### config.mk
export PLATFORM = sky130hd
export DESIGN_NAME = ifu_fetch_flat
export DESIGN_NICKNAME = d
export VERILOG_FILES = /design/src/rtl/ifu_fetch_if.sv /design/src/rtl/ifu_fetch.sv /design/src/flat_wrapper.sv
export SDC_FILE = /design/constraint.sdc
export NUM_CORES = 1
export LEC_CHECK = 0
export BUFFER_PORTS_ARGS = -buffer_cell sky130_fd_sc_hd__buf_2
export CORE_MARGIN = 1.5
export CORE_UTILIZATION = 56
export CTS_CLUSTER_DIAMETER = 150
export CTS_CLUSTER_SIZE = 25
export DETAILED_ROUTE_END_ITERATION = 6
export PLACE_DENSITY = 0.87
export SLEW_MARGIN = 20
export SYNTH_ARGS = -nofsm -noshare
export SYNTH_HDL_FRONTEND = slang
export SYNTH_SLANG_ARGS = --single-unit
### constraint.sdc
create_clock -name clk -period 8.1 [get_ports clk]
set_input_delay 0 -clock clk [delete_from_list [all_inputs] [get_ports clk]]
set_output_delay 0 -clock clk [all_outputs]
set_load 0.1 [all_outputs]
### src/rtl/ifu_fetch_if.sv
// Bundle between the fetch stage and its neighbours: redirect input, instruction memory port, decode handshake.
// The fetch unit connects through the master modport; memory, decode and redirect sources use the slave modport.
interface ifu_fetch_if;
    logic        redirect_vld_i;
    logic [31:0] redirect_pc_i;
    logic        imem_req_o;
    logic [31:0] imem_addr_o;
    logic        imem_gnt_i;
    logic        imem_rvld_i;
    logic [31:0] imem_rdata_i;
    logic        inst_vld_o;
    logic [31:0] inst_data_o;
    logic [31:0] inst_pc_o;
    logic        inst_rdy_i;

    modport master (
        input  redirect_vld_i, redirect_pc_i, imem_gnt_i, imem_rvld_i, imem_rdata_i, inst_rdy_i,
        output imem_req_o, imem_addr_o, inst_vld_o, inst_data_o, inst_pc_o
    );

    modport slave (
        output redirect_vld_i, redirect_pc_i, imem_gnt_i, imem_rvld_i, imem_rdata_i, inst_rdy_i,
        input  imem_req_o, imem_addr_o, inst_vld_o, inst_data_o, inst_pc_o
    );
endinterface

### src/rtl/ifu_fetch.sv
// Instruction fetch stage: owns the PC, issues word fetches, queues returned words in order for decode,
// and flushes/discards in-flight responses on a redirect.
module ifu_fetch #(
    parameter logic [31:0] RESET_PC = 32'h0000_0000,
    parameter int          DEPTH    = 2
) (
    input logic         clk,
    input logic         rst_n,
    ifu_fetch_if.master bus
);
    localparam int             CW      = $clog2(DEPTH + 1);
    localparam int             IW      = $clog2(DEPTH);
    localparam logic [CW:0]    DEPTH_C = (CW + 1)'(DEPTH);

    typedef enum logic [1:0] {IDLE, RUN, FLUSH} state_t;

    state_t        r_state, w_stateNext;
    logic [31:0]   r_pc, r_respPc;
    logic [CW-1:0] r_outstanding, r_count, r_dropCnt;
    logic [31:0]   r_qData [DEPTH];
    logic [31:0]   r_qPc   [DEPTH];

    logic          w_req, w_grant, w_pop, w_push, w_drop, w_redirect;
    logic [CW-1:0] w_outNext, w_dropNext, w_pushIdxFull;
    logic [31:0]   w_redirectPc;

    assign w_redirect    = bus.redirect_vld_i;
    assign w_redirectPc  = {bus.redirect_pc_i[31:2], 2'b00};
    assign w_grant       = w_req & bus.imem_gnt_i;
    assign w_pop         = (r_count != '0) & bus.inst_rdy_i;
    assign w_drop        = bus.imem_rvld_i & (w_redirect | (r_dropCnt != '0));
    assign w_push        = bus.imem_rvld_i & ~w_drop;
    assign w_outNext     = r_outstanding + CW'(w_grant) - CW'(bus.imem_rvld_i);
    assign w_pushIdxFull = w_pop ? (r_count - CW'(1)) : r_count;

    // A redirect re-arms the drop counter with whatever is still in flight after this cycle's response.
    always_comb begin
        w_dropNext = r_dropCnt;
        if (w_redirect) begin
            w_dropNext = w_outNext;
        end else if (bus.imem_rvld_i && (r_dropCnt != '0)) begin
            w_dropNext = r_dropCnt - CW'(1);
        end
    end

    always_ff @(posedge clk) begin
        if (!rst_n) begin
            r_state <= IDLE;
        end else begin
            r_state <= w_stateNext;
        end
    end

    always_comb begin
        w_stateNext = r_state;
        case (r_state)
            IDLE:    w_stateNext = RUN;
            RUN:     if (w_redirect && (w_dropNext != '0)) w_stateNext = FLUSH;
            FLUSH:   if (w_dropNext == '0) w_stateNext = RUN;
            default: w_stateNext = IDLE;
        endcase
    end

    // Credit check counts queued and in-flight words so a returning response always has a free slot.
    always_comb begin
        w_req = 1'b0;
        if ((r_state == RUN) && !w_redirect &&
            (({1'b0, r_outstanding} + {1'b0, r_count}) < DEPTH_C)) begin
            w_req = 1'b1;
        end
    end

    assign bus.imem_req_o  = w_req;
    assign bus.imem_addr_o = r_pc;
    assign bus.inst_vld_o  = (r_count != '0);
    assign bus.inst_data_o = r_qData[0];
    assign bus.inst_pc_o   = r_qPc[0];

    always_ff @(posedge clk) begin
        if (!rst_n) begin
            r_pc          <= RESET_PC;
            r_respPc      <= RESET_PC;
            r_outstanding <= '0;
            r_count       <= '0;
            r_dropCnt     <= '0;
        end else begin
            r_outstanding <= w_outNext;
            r_dropCnt     <= w_dropNext;
            if (w_redirect) begin
                r_pc     <= w_redirectPc;
                r_respPc <= w_redirectPc;
                r_count  <= '0;
            end else begin
                if (w_grant) r_pc <= r_pc + 32'd4;
                if (w_push)  r_respPc <= r_respPc + 32'd4;
                r_count <= r_count + CW'(w_push) - CW'(w_pop);
            end
        end
    end

    // Shift queue with the head at entry 0; the last entry is not shifted out so an empty queue keeps showing it.
    always_ff @(posedge clk) begin
        if (!rst_n) begin
            for (int i = 0; i < DEPTH; i++) begin
                r_qData[i] <= '0;
                r_qPc[i]   <= '0;
            end
        end else if (!w_redirect) begin
            if (w_pop && (r_count > CW'(1))) begin
                for (int i = 0; i < DEPTH - 1; i++) begin
                    r_qData[i] <= r_qData[i + 1];
                    r_qPc[i]   <= r_qPc[i + 1];
                end
            end
            if (w_push) begin
                r_qData[w_pushIdxFull[IW-1:0]] <= bus.imem_rdata_i;
                r_qPc[w_pushIdxFull[IW-1:0]]   <= r_respPc;
            end
        end
    end
endmodule

### src/flat_wrapper.sv
// flat-port wrapper written by rule: the top's interface ports become plain ports
module ifu_fetch_flat 
#(
    parameter logic [31:0] RESET_PC = 32'h0000_0000,
    parameter int          DEPTH    = 2
)
  (clk, rst_n, bus_redirect_vld_i, bus_redirect_pc_i, bus_imem_gnt_i, bus_imem_rvld_i, bus_imem_rdata_i, bus_inst_rdy_i, bus_imem_req_o, bus_imem_addr_o, bus_inst_vld_o, bus_inst_data_o, bus_inst_pc_o);
  ifu_fetch_if bus_i ();
  input logic clk;
  input logic rst_n;
  input wire logic [$bits(bus_i.redirect_vld_i)-1:0] bus_redirect_vld_i;
  input wire logic [$bits(bus_i.redirect_pc_i)-1:0] bus_redirect_pc_i;
  input wire logic [$bits(bus_i.imem_gnt_i)-1:0] bus_imem_gnt_i;
  input wire logic [$bits(bus_i.imem_rvld_i)-1:0] bus_imem_rvld_i;
  input wire logic [$bits(bus_i.imem_rdata_i)-1:0] bus_imem_rdata_i;
  input wire logic [$bits(bus_i.inst_rdy_i)-1:0] bus_inst_rdy_i;
  output wire logic [$bits(bus_i.imem_req_o)-1:0] bus_imem_req_o;
  output wire logic [$bits(bus_i.imem_addr_o)-1:0] bus_imem_addr_o;
  output wire logic [$bits(bus_i.inst_vld_o)-1:0] bus_inst_vld_o;
  output wire logic [$bits(bus_i.inst_data_o)-1:0] bus_inst_data_o;
  output wire logic [$bits(bus_i.inst_pc_o)-1:0] bus_inst_pc_o;
  assign bus_i.redirect_vld_i = bus_redirect_vld_i;
  assign bus_i.redirect_pc_i = bus_redirect_pc_i;
  assign bus_i.imem_gnt_i = bus_imem_gnt_i;
  assign bus_i.imem_rvld_i = bus_imem_rvld_i;
  assign bus_i.imem_rdata_i = bus_imem_rdata_i;
  assign bus_i.inst_rdy_i = bus_inst_rdy_i;
  assign bus_imem_req_o = bus_i.imem_req_o;
  assign bus_imem_addr_o = bus_i.imem_addr_o;
  assign bus_inst_vld_o = bus_i.inst_vld_o;
  assign bus_inst_data_o = bus_i.inst_data_o;
  assign bus_inst_pc_o = bus_i.inst_pc_o;
  ifu_fetch #(.RESET_PC(RESET_PC), .DEPTH(DEPTH)) u_core (.clk(clk), .rst_n(rst_n), .bus(bus_i));
endmodule
---- After elaboration in Yosys (flattened, before gate mapping) ----
Memories as Yosys holds them, arrays and structs flattened.
Index checks and enable logic that the tools add are counted.
word-level totals
  RAM bits ................................ 128
  bits in registers ....................... 72
  memories kept ........................... 2
  input port bits ......................... 70
  logic and storage cells ................. 79
cells by class
  reductions and logical operators ........ 17
  equality and inequality tests ........... 4
  bitwise logic cells ..................... 9
  muxes and demuxes ....................... 28
  add/sub/neg operators ................... 9
  magnitude comparators ................... 2
memories
  memory          depth  width  read ports  clocked after Yosys merged registers in  write ports  line             text
  u_core.r_qData  2      32     2           0                                        2            ifu_fetch.sv:20  logic [31:0] r_qData [DEPTH];
  u_core.r_qPc    2      32     2           0                                        2            ifu_fetch.sv:21  logic [31:0] r_qPc [DEPTH];
operator list
  kind                     count
  $mux W32                 8
  $add A32 B3 Y32 const B  2
  $reduce_or A32 Y1        2
  $mux W1                  15
  $reduce_bool A2 Y1       5
  $mux W2                  4
  $pmux W2 S3              1
  $logic_and A1 B1 Y1      5
  $add A2 B1 Y2            2
  $and A1 B1 Y1            4
  $logic_not A2 Y1         2
  $ne A2 B1 Y1 const B     2
  $sub A2 B1 Y2            2
  $add A2 B2 Y3            1
  $lt A3 B2 Y1 const B     1
  $or A1 B1 Y1             3
  $eq A2 B1 Y1 const B     1
  $eq A2 B2 Y1 const B     1
  $gt A2 B1 Y1 const B     1
  $not A1 Y1               2
  $reduce_and A2 Y1        1
  $reduce_or A2 Y1         1
  $sub A2 B1 Y2 const B    1
  $logic_not A1 Y1         1
  $sub A1 B1 Y1 const B    1

---- Logic depth before layout (Yosys ltp) ----
Gate-level depths: netlist (run 1).
  depth in word-level cells ............... 12
  depth in mapped cells ................... 13

---- Least setup slack after synthesis (run 1) ----
No wires, ideal clock.
  path type ............................... register -> register
  start ................................... register u_core.r_count[1]
  end ..................................... memory u_core.r_qData[1][0] (enable)
  buffers on the path ..................... 0
  slack ................................... 1.698 ns
  setup time .............................. 0.568 ns
  data arrival time ....................... 5.835 ns
  required time ........................... 7.532 ns
  stages on the path, launching flop included .. 5
  cells stage by stage .................... dfxtp_1 or2_2 and2_1 ha_1 o21ai_0
RTL lines
  element                 line             text
  from (decl)             ifu_fetch.sv:19  logic [CW-1:0] r_outstanding, r_count, r_dropCnt;
  from (signal assigned)  ifu_fetch.sv:96  r_count <= r_count + CW'(w_push) - CW'(w_pop);
  to (decl)               ifu_fetch.sv:20

==> key figures, run 1 <==
Run status
  – Status: finished clean

CTS
  – Postcts setup bufs: 0
  – Clk sinks: approximately 190
  – Largest buffer count on any clock path: 2
  – H-tree Lvls: 4
  – TritonCTS Buffers: 17
  – Later-pin clock latency in the skew report: about 0.43 ns
  – Clock Pin Slew Worst Setup and Hold Paths: roughly 0.070 ns
  – Clk root buf: clkbuf_16
  – CTS tree: done

STA
  – Post-route minimum period: 3.42 ns
  – Crit share post-route: 42.2%
  – Slew Limit Fails: 0
  – Hold WS: between 0.03 and 0.04 ns
  – Slew HR: a little under two fifths
  – Skew final: between 0.01 and 0.015 ns
  – # setup viols final: 0
  – Unrepaired setup endpoints after global routing: no
  – Worst slew pin tran: between 0.9 and 1 ns
  – Setup_tns: 0 ns
  – Max Clock Freq: 0.293 GHz
  – Final hold violation count: 0
  – Post-route setup slack: 4.68 ns

Critical path
  – Setup Crit Path Kind: flop to flop
  – CP delay by family, top: buffers and inverters
  – Max incr delay on CP: around 0.62 ns
  – Reg2reg setup slack: about 4.7 ns
  – WP data arrival: about 3.5 ns
  – Crit Path Max Fanout: approximately 130
  – CP cell instances: or2_2, and2_1, ha_1, inv_1, nor2_4, buf_6, or3_2, buf_4
  – Critical-path top delay cell: buf_4
  – CP Launch Type: flop
  – WP buf/inv: 3
  – Critical path endpoint category: flop
  – WP data required: slightly above 8 ns

Yosys
  – Async set or reset register ratio after synthesis: 0%
  – Mapped Cells: 863
  – Netlist cell types: 57
  – Seq/Total Area, Yosys: 57.8%
  – Syn Area/Cell: ~10 sq um
  – Post-synth EDFFs: 124
  – Yosys warning count: 0
  – Main synth FF type: edfxtp_1
  – Post-synthesis register bit count: approximately 190
  – Cell Area, Synth: 0.00880 sq mm

Hold path
  – HP Class: input port to flop

Global route
  – Pin count of the biggest net entering global routing: ~130
  – Grt met2 use: a little over two fifths
  – All-Layer GR Usage: 26.1%
  – First-pass GRT wire length: around 33000 um
  – Total grt overflow: 0
  – Met3 usage: 5.20%
  – Initial antenna violation count: 0
  – GR Util met1: between 30% and 40%
  – Vias in the first global route: 6652
  – Busiest layer in global routing: met2

Placed design
  – Dpl ws: around 4.4 ns
  – GPL Wtd Cong: 0.884
  – IO Port Bufs: around 160
  – Placement Cell Area: 0.00973 sq mm
  – DPL Wire Length: approximately 13000 um

Finish
  – Final instance area: about 0.011 sq mm
  – Antenna diodes: 0
  – Commonest non-fill, non-tap cell in the layout: nand2_1
  – Final nets: approximately 1100
  – Area growth syn-to-layout: 24.9%
  – Share of cells above drive strength 1: 20.3%
  – Most frequent cells in the layout: nand2_1, buf_2, edfxtp_1, o21ai_1, and2_1

Floorplanning
  – Core area: between 0.015 and 0.02 sq mm
  – Io pins: around 170
  – Std-Cell Rows: 45
  – Full die area: around 0.016 sq mm
  – Initial Util: 57.7%
  – Die X: between 100 and 150 um
  – Die height: 128 um

Route
  – Drt pass-1 iters: 5
  – DRC violations left: 0
  – Wirelength per Cell: between 15 and 20 um
  – Detailed Route WL: 21400 um
  – ANT nets after route: 0
  – DRT iter0 DRCs: about 670
  – Total number of vias: about 7200
  – Number of vias per cell: 5.58

Pwr
  – Sequential Power Share: 45.8%
  – Switching power: a little under 800 uW
  – Pleak: approximately 0.0043 uW
  – Worst vdd ir: 0.000162 V
  – Combinational power share: around a fifth
  – Clock share of power: 35.0%
  – Power Internal: roughly 1700 uW
  – Total chip power: 2510 uW
  – Sw Share: between 30% and 40%
  – Pwr dens: roughly 230 mW/mm^2

Job
  – Max-cap viol count: 0
-- layer usage --
layer	up-vias	routed length, um
met4	0	493
met2	357	10300
met5	-	0
met1	3339	8860
met3	42	1760
li1	3433	-
-- timing repair --
| item | CTS | global route |
|---|---|---|
| resized for setup | 0 | 0 |
| endpoints found under the hold margin | 123 | 0 |
| hold buffers | 62 | 0 |
-- power groups by stage --
stage	clock network [uW]	registers, uW	logic (uW)
after floorplan	0	1400	136
after CTS	881	1150	478
final	879	1150	482
after detailed placement	0	1170	452
after global placement	0	1170	447
after global routing	918	1160	506
-- worst reg2reg max path, delay by kind of cell, from the launching register on --
family                   cells  cell delay (ns)
AND/OR/NAND/NOR              4             0.85
buffers and inverters        3             1.37
flip-flops                   1             0.36
adder cells (fa/ha/maj)      1             0.45
-- registers in the layout, summed over array words and instances, names as in the netlist --
signal,flops
u_core.r_count,2
u_core.bus.imem_addr_o,30
u_core.r_qData,64
u_core.r_state,2
u_core.r_respPc,30
u_core.r_qPc,60
u_core.r_dropCnt,2
u_core.r_outstanding,2
-- synth_stat cells, types with 3 or more instances --
master | count | area share, %
nand2_1 | 177 | 7.6
edfxtp_1 | 124 | 42
o21ai_1 | 76 | 4.3
and2_1 | 72 | 5.1
dfxtp_1 | 68 | 15
a21oi_1 | 48 | 2.7
clkbuf_1 | 37 | 1.6
xor2_1 | 30 | 3.0
nor2_1 | 28 | 1.2
o21ai_0 | 25 | 1.4
nand4_1 | 22 | 1.6
nand3_1 | 21 | 1.2
inv_1 | 11 | 0.47
xnor2_1 | 11 | 1.1
a31oi_1 | 9 | 0.64
and3_1 | 8 | 0.57
buf_2 | 8 | 0.46
mux2_1 | 8 | 1.0
ha_1 | 7 | 1.0
nor3_1 | 7 | 0.40
buf_4 | 5 | 0.43
nand3_2 | 4 | 0.46
nor4_1 | 4 | 0.28
nor4_4 | 4 | 0.97
a32oi_1 | 3 | 0.30
o311ai_1 | 3 | 0.30
-- path summary, 6_finish.rpt --
| check | startpoint | endpoint | depth (start not counted) |
|---|---|---|---|
| worst max-delay path | u_core.r_count[1] | u_core.r_qPc[0][14] | 8 |
| worst min-delay path | bus_imem_rvld_i | u_core.r_respPc[3] | 4 |
| worst max register to register | u_core.r_count[1] | u_core.r_qPc[0][14] | 8 |
| worst min register to register | u_core.bus.imem_addr_o[25] | u_core.bus.imem_addr_o[25] | 1 |
-- metrics by stage --
stage	utilization (%)	std cells
2_1_floorplan	-	866
3_3_place_gp	63.7	1192
3_5_place_dp	63.7	1192
4_1_cts	71.8	1285
5_1_grt	72.0	1286
6_report	72.0	1286
-- kinds of logic (layout without fill, tap and decap cells) --
group	count (synthesis)	in the layout	synth area share (%)
xor gates and xnor gates	42	42	4.35
adders and majority gates	8	8	1.22
other	1	4	0.0426
and+or+nand+nor	367	367	21.3
AOI/OAI and AO/OA	180	180	11.1
muxes	8	8	1.02
buffers and inverters	65	274	3.10
DFF	192	192	57.8
-- layout make-up --
type	instances	area, sq um
Clock buffer	17	425
Clock inverter	14	189
Fill cell	1032	4270
Inverter	13	48.8
Multi-Input combinational cell	609	3480
Sequential cell	192	5080
Tap cell	211	264
Timing Repair Buffer	230	1500
Power figures use the tool's default switching activity.
==> run 2: changes to the inputs <==
--- a/config.mk
+++ b/config.mk
@@ -7,11 +7,11 @@
 export LEC_CHECK = 0
 export BUFFER_PORTS_ARGS = -buffer_cell sky130_fd_sc_hd__buf_2
 export CORE_MARGIN = 1.5
-export CORE_UTILIZATION = 56
+export CORE_UTILIZATION = 50
 export CTS_CLUSTER_DIAMETER = 150
 export CTS_CLUSTER_SIZE = 25
 export DETAILED_ROUTE_END_ITERATION = 6
-export PLACE_DENSITY = 0.87
+export PLACE_DENSITY = 0.82
 export SLEW_MARGIN = 20
 export SYNTH_ARGS = -nofsm -noshare
 export SYNTH_HDL_FRONTEND = slang
==> constraint.sdc (replaced) <==
create_clock -name clk -period 2.9 [get_ports clk]
set_input_delay 0 -clock clk [delete_from_list [all_inputs] [get_ports clk]]
set_output_delay 0 -clock clk [all_outputs]
set_load 0.1 [all_outputs]
==> run 2 against run 1 <==
Compared with the run above: sequential power rose to 2.8 times the previous value; setup slack got worse by 4.3 ns; sequential share of layout area fell by 0.48 points; global-route usage fell by 3.1 points; non-clock buffer count rose by 9; maximum frequency rose by 37%; routed wire length fell by 1.6%; largest power group unchanged.
==> key figures, run 2 (synthesis gave the netlist of run 1 again) <==
Global route
  – Pin count of the biggest net entering global routing: about 130
  – Total grt overflow: 0
  – Vias in the first global route: 6703
  – First-pass GRT wire length: around 33000 um
  – All-Layer GR Usage: 23.1%
  – Initial antenna violation count: 0

CTS
  – # resized after CTS: 0
  – CTS tree: done
  – Clk sinks: around 190
  – TritonCTS Buffers: 17
  – Later-pin clock latency in the skew report: ~0.43 ns
  – Clock Pin Slew Worst Setup and Hold Paths: 0.07 ns
  – Postcts setup bufs: 0
  – Largest buffer count on any clock path: 2
  – Clk root buf: clkbuf_16
  – H-tree Lvls: 4
  – Hold buffer count at CTS: 62

STA
  – # setup viols final: 0
  – Final hold violation count: 0
  – Crit share post-route: 85.9%
  – Unrepaired setup endpoints after global routing: no
  – Worst slew pin tran: around 0.81 ns
  – Skew final: ~0.0088 ns
  – Setup_tns: 0 ns
  – Slew HR: a little under half
  – Slew Limit Fails: 0
  – Post-route minimum period: 2.49 ns
  – Max Clock Freq: ~0.4 GHz

Critical path
  – CP Launch Type: flop
  – Critical path endpoint category: flop
  – Crit Path Max Fanout: 3
  – Setup Crit Path Kind: flop to flop
  – WP data arrival: ~2.8 ns
  – WP data required: around 3.2 ns

Finish
  – Share of cells above drive strength 1: about a fifth
  – Max FFs per register: 64
  – Final nets: around 1200
  – Most frequent cells in the layout: nand2_1, buf_2, edfxtp_1, o21ai_1, and2_1
  – Antenna diodes: 0
  – Commonest non-fill, non-tap cell in the layout: nand2_1
  – Final instance area: about 0.011 sq mm
  – Biggest register: u_core.r_qData
  – Area growth syn-to-layout: 26.3%
  – Regs by FF count: u_core.r_qData (64), u_core.r_qPc (60)

Placed design
  – IO Port Bufs: approximately 160
  – GPL Wtd Cong: slightly below 0.9
  – DPL Wire Length: roughly 13000 um
  – Placement Cell Area: between 0.009 and 0.01 sq mm

Route
  – DRC violations left: 0
  – Drt pass-1 iters: 7
  – DRT iter0 DRCs: 505
  – Wirelength per Cell: around 16 um
  – Total number of vias: between 7000 and 8000
  – ANT nets after route: 0
  – Detailed Route WL: ~21000 um
  – Number of vias per cell: between 5 and 6

Floorplanning
  – Die X: 136 um
  – Full die area: 0.0184 sq mm
  – Die height: roughly 140 um
  – Core area: between 0.015 and 0.02 sq mm
  – Initial Util: between 50% and 60%
  – Std-Cell Rows: between 40 and 50
  – Io pins: 168

Run status
  – Status: finished clean

Job
  – Max-cap viol count: 0

Pwr
  – Pleak: 0.00436 uW
  – Pwr dens: 640 mW/mm^2
  – Worst vdd ir: roughly 0.00045 V

Hold path
  – HP Class: input port to flop
## run 2: routing by layer
| metal | GRT usage, % | part of all wire (%) | up-vias |
|---|---|---|---|
| met5 | 0 | 0 | - |
| met4 | 8.78 | 2.3 | 0 |
| met3 | 5.01 | 8.0 | 40 |
| met2 | 37.0 | 47 | 319 |
| met1 | 30.6 | 43 | 3335 |
| li1 | - | - | 3453 |
## run 2: final timing paths
check,from,to,slack (ns),cells after the start
max reg2reg,u_core.r_count[0],u_core.r_state[1],0.41,12
max,u_core.r_count[0],u_core.r_state[1],0.41,12
min,rst_n,u_core.r_count[0],0.02,3
min reg2reg,u_core.r_state[1],u_core.r_state[1],0.53,1
## run 2: metrics by stage
step / power, uW / utilization (%) / setup WS, ns / cells / hold WS, ns
final: 7120 / 64.5 / 0.409 / 1309 / 0.0209
after CTS: 7140 / 64.5 / 0.413 / 1309 / 0.00199
after detailed placement: 4550 / 57.2 / 0.461 / 1216 / 0.250
after global routing: 7340 / 64.5 / 0.259 / 1309 / 0.0269
after global placement: 4530 / 57.2 / 0.567 / 1216 / 0.238
after floorplan: 4280 / - / 0.170 / 866 / 0.115
## run 2: layout make-up
cell class,instances,area (sq um)
sequential,192,5080
tap,225,282
timing repair buffer,239,1570
clock buffer,17,425
clock inverter,14,213
multi-input combinational,609,3480
inverter,13,48.8
fill,1339,6130
## run 2: where the power goes
part           leakage, uW  internal, uW  switching (uW)
clock network     0.000306          1530            1010
logic              0.00220           303            1060
registers          0.00185          3090             124
## run 2: worst max-delay path, stage by stage (launching register included)
cell	delay [ns]
dfxtp_1	0.34
inv_1	0.07
nor2_1	0.12
fa_1	0.46
nor3_2	0.27
nand3_2	0.13
inv_2	0.08
ha_1	0.14
xor3_1	0.16
nand2_1	0.06
o21ai_1	0.15
nor2_1	0.10
a2111oi_0	0.31
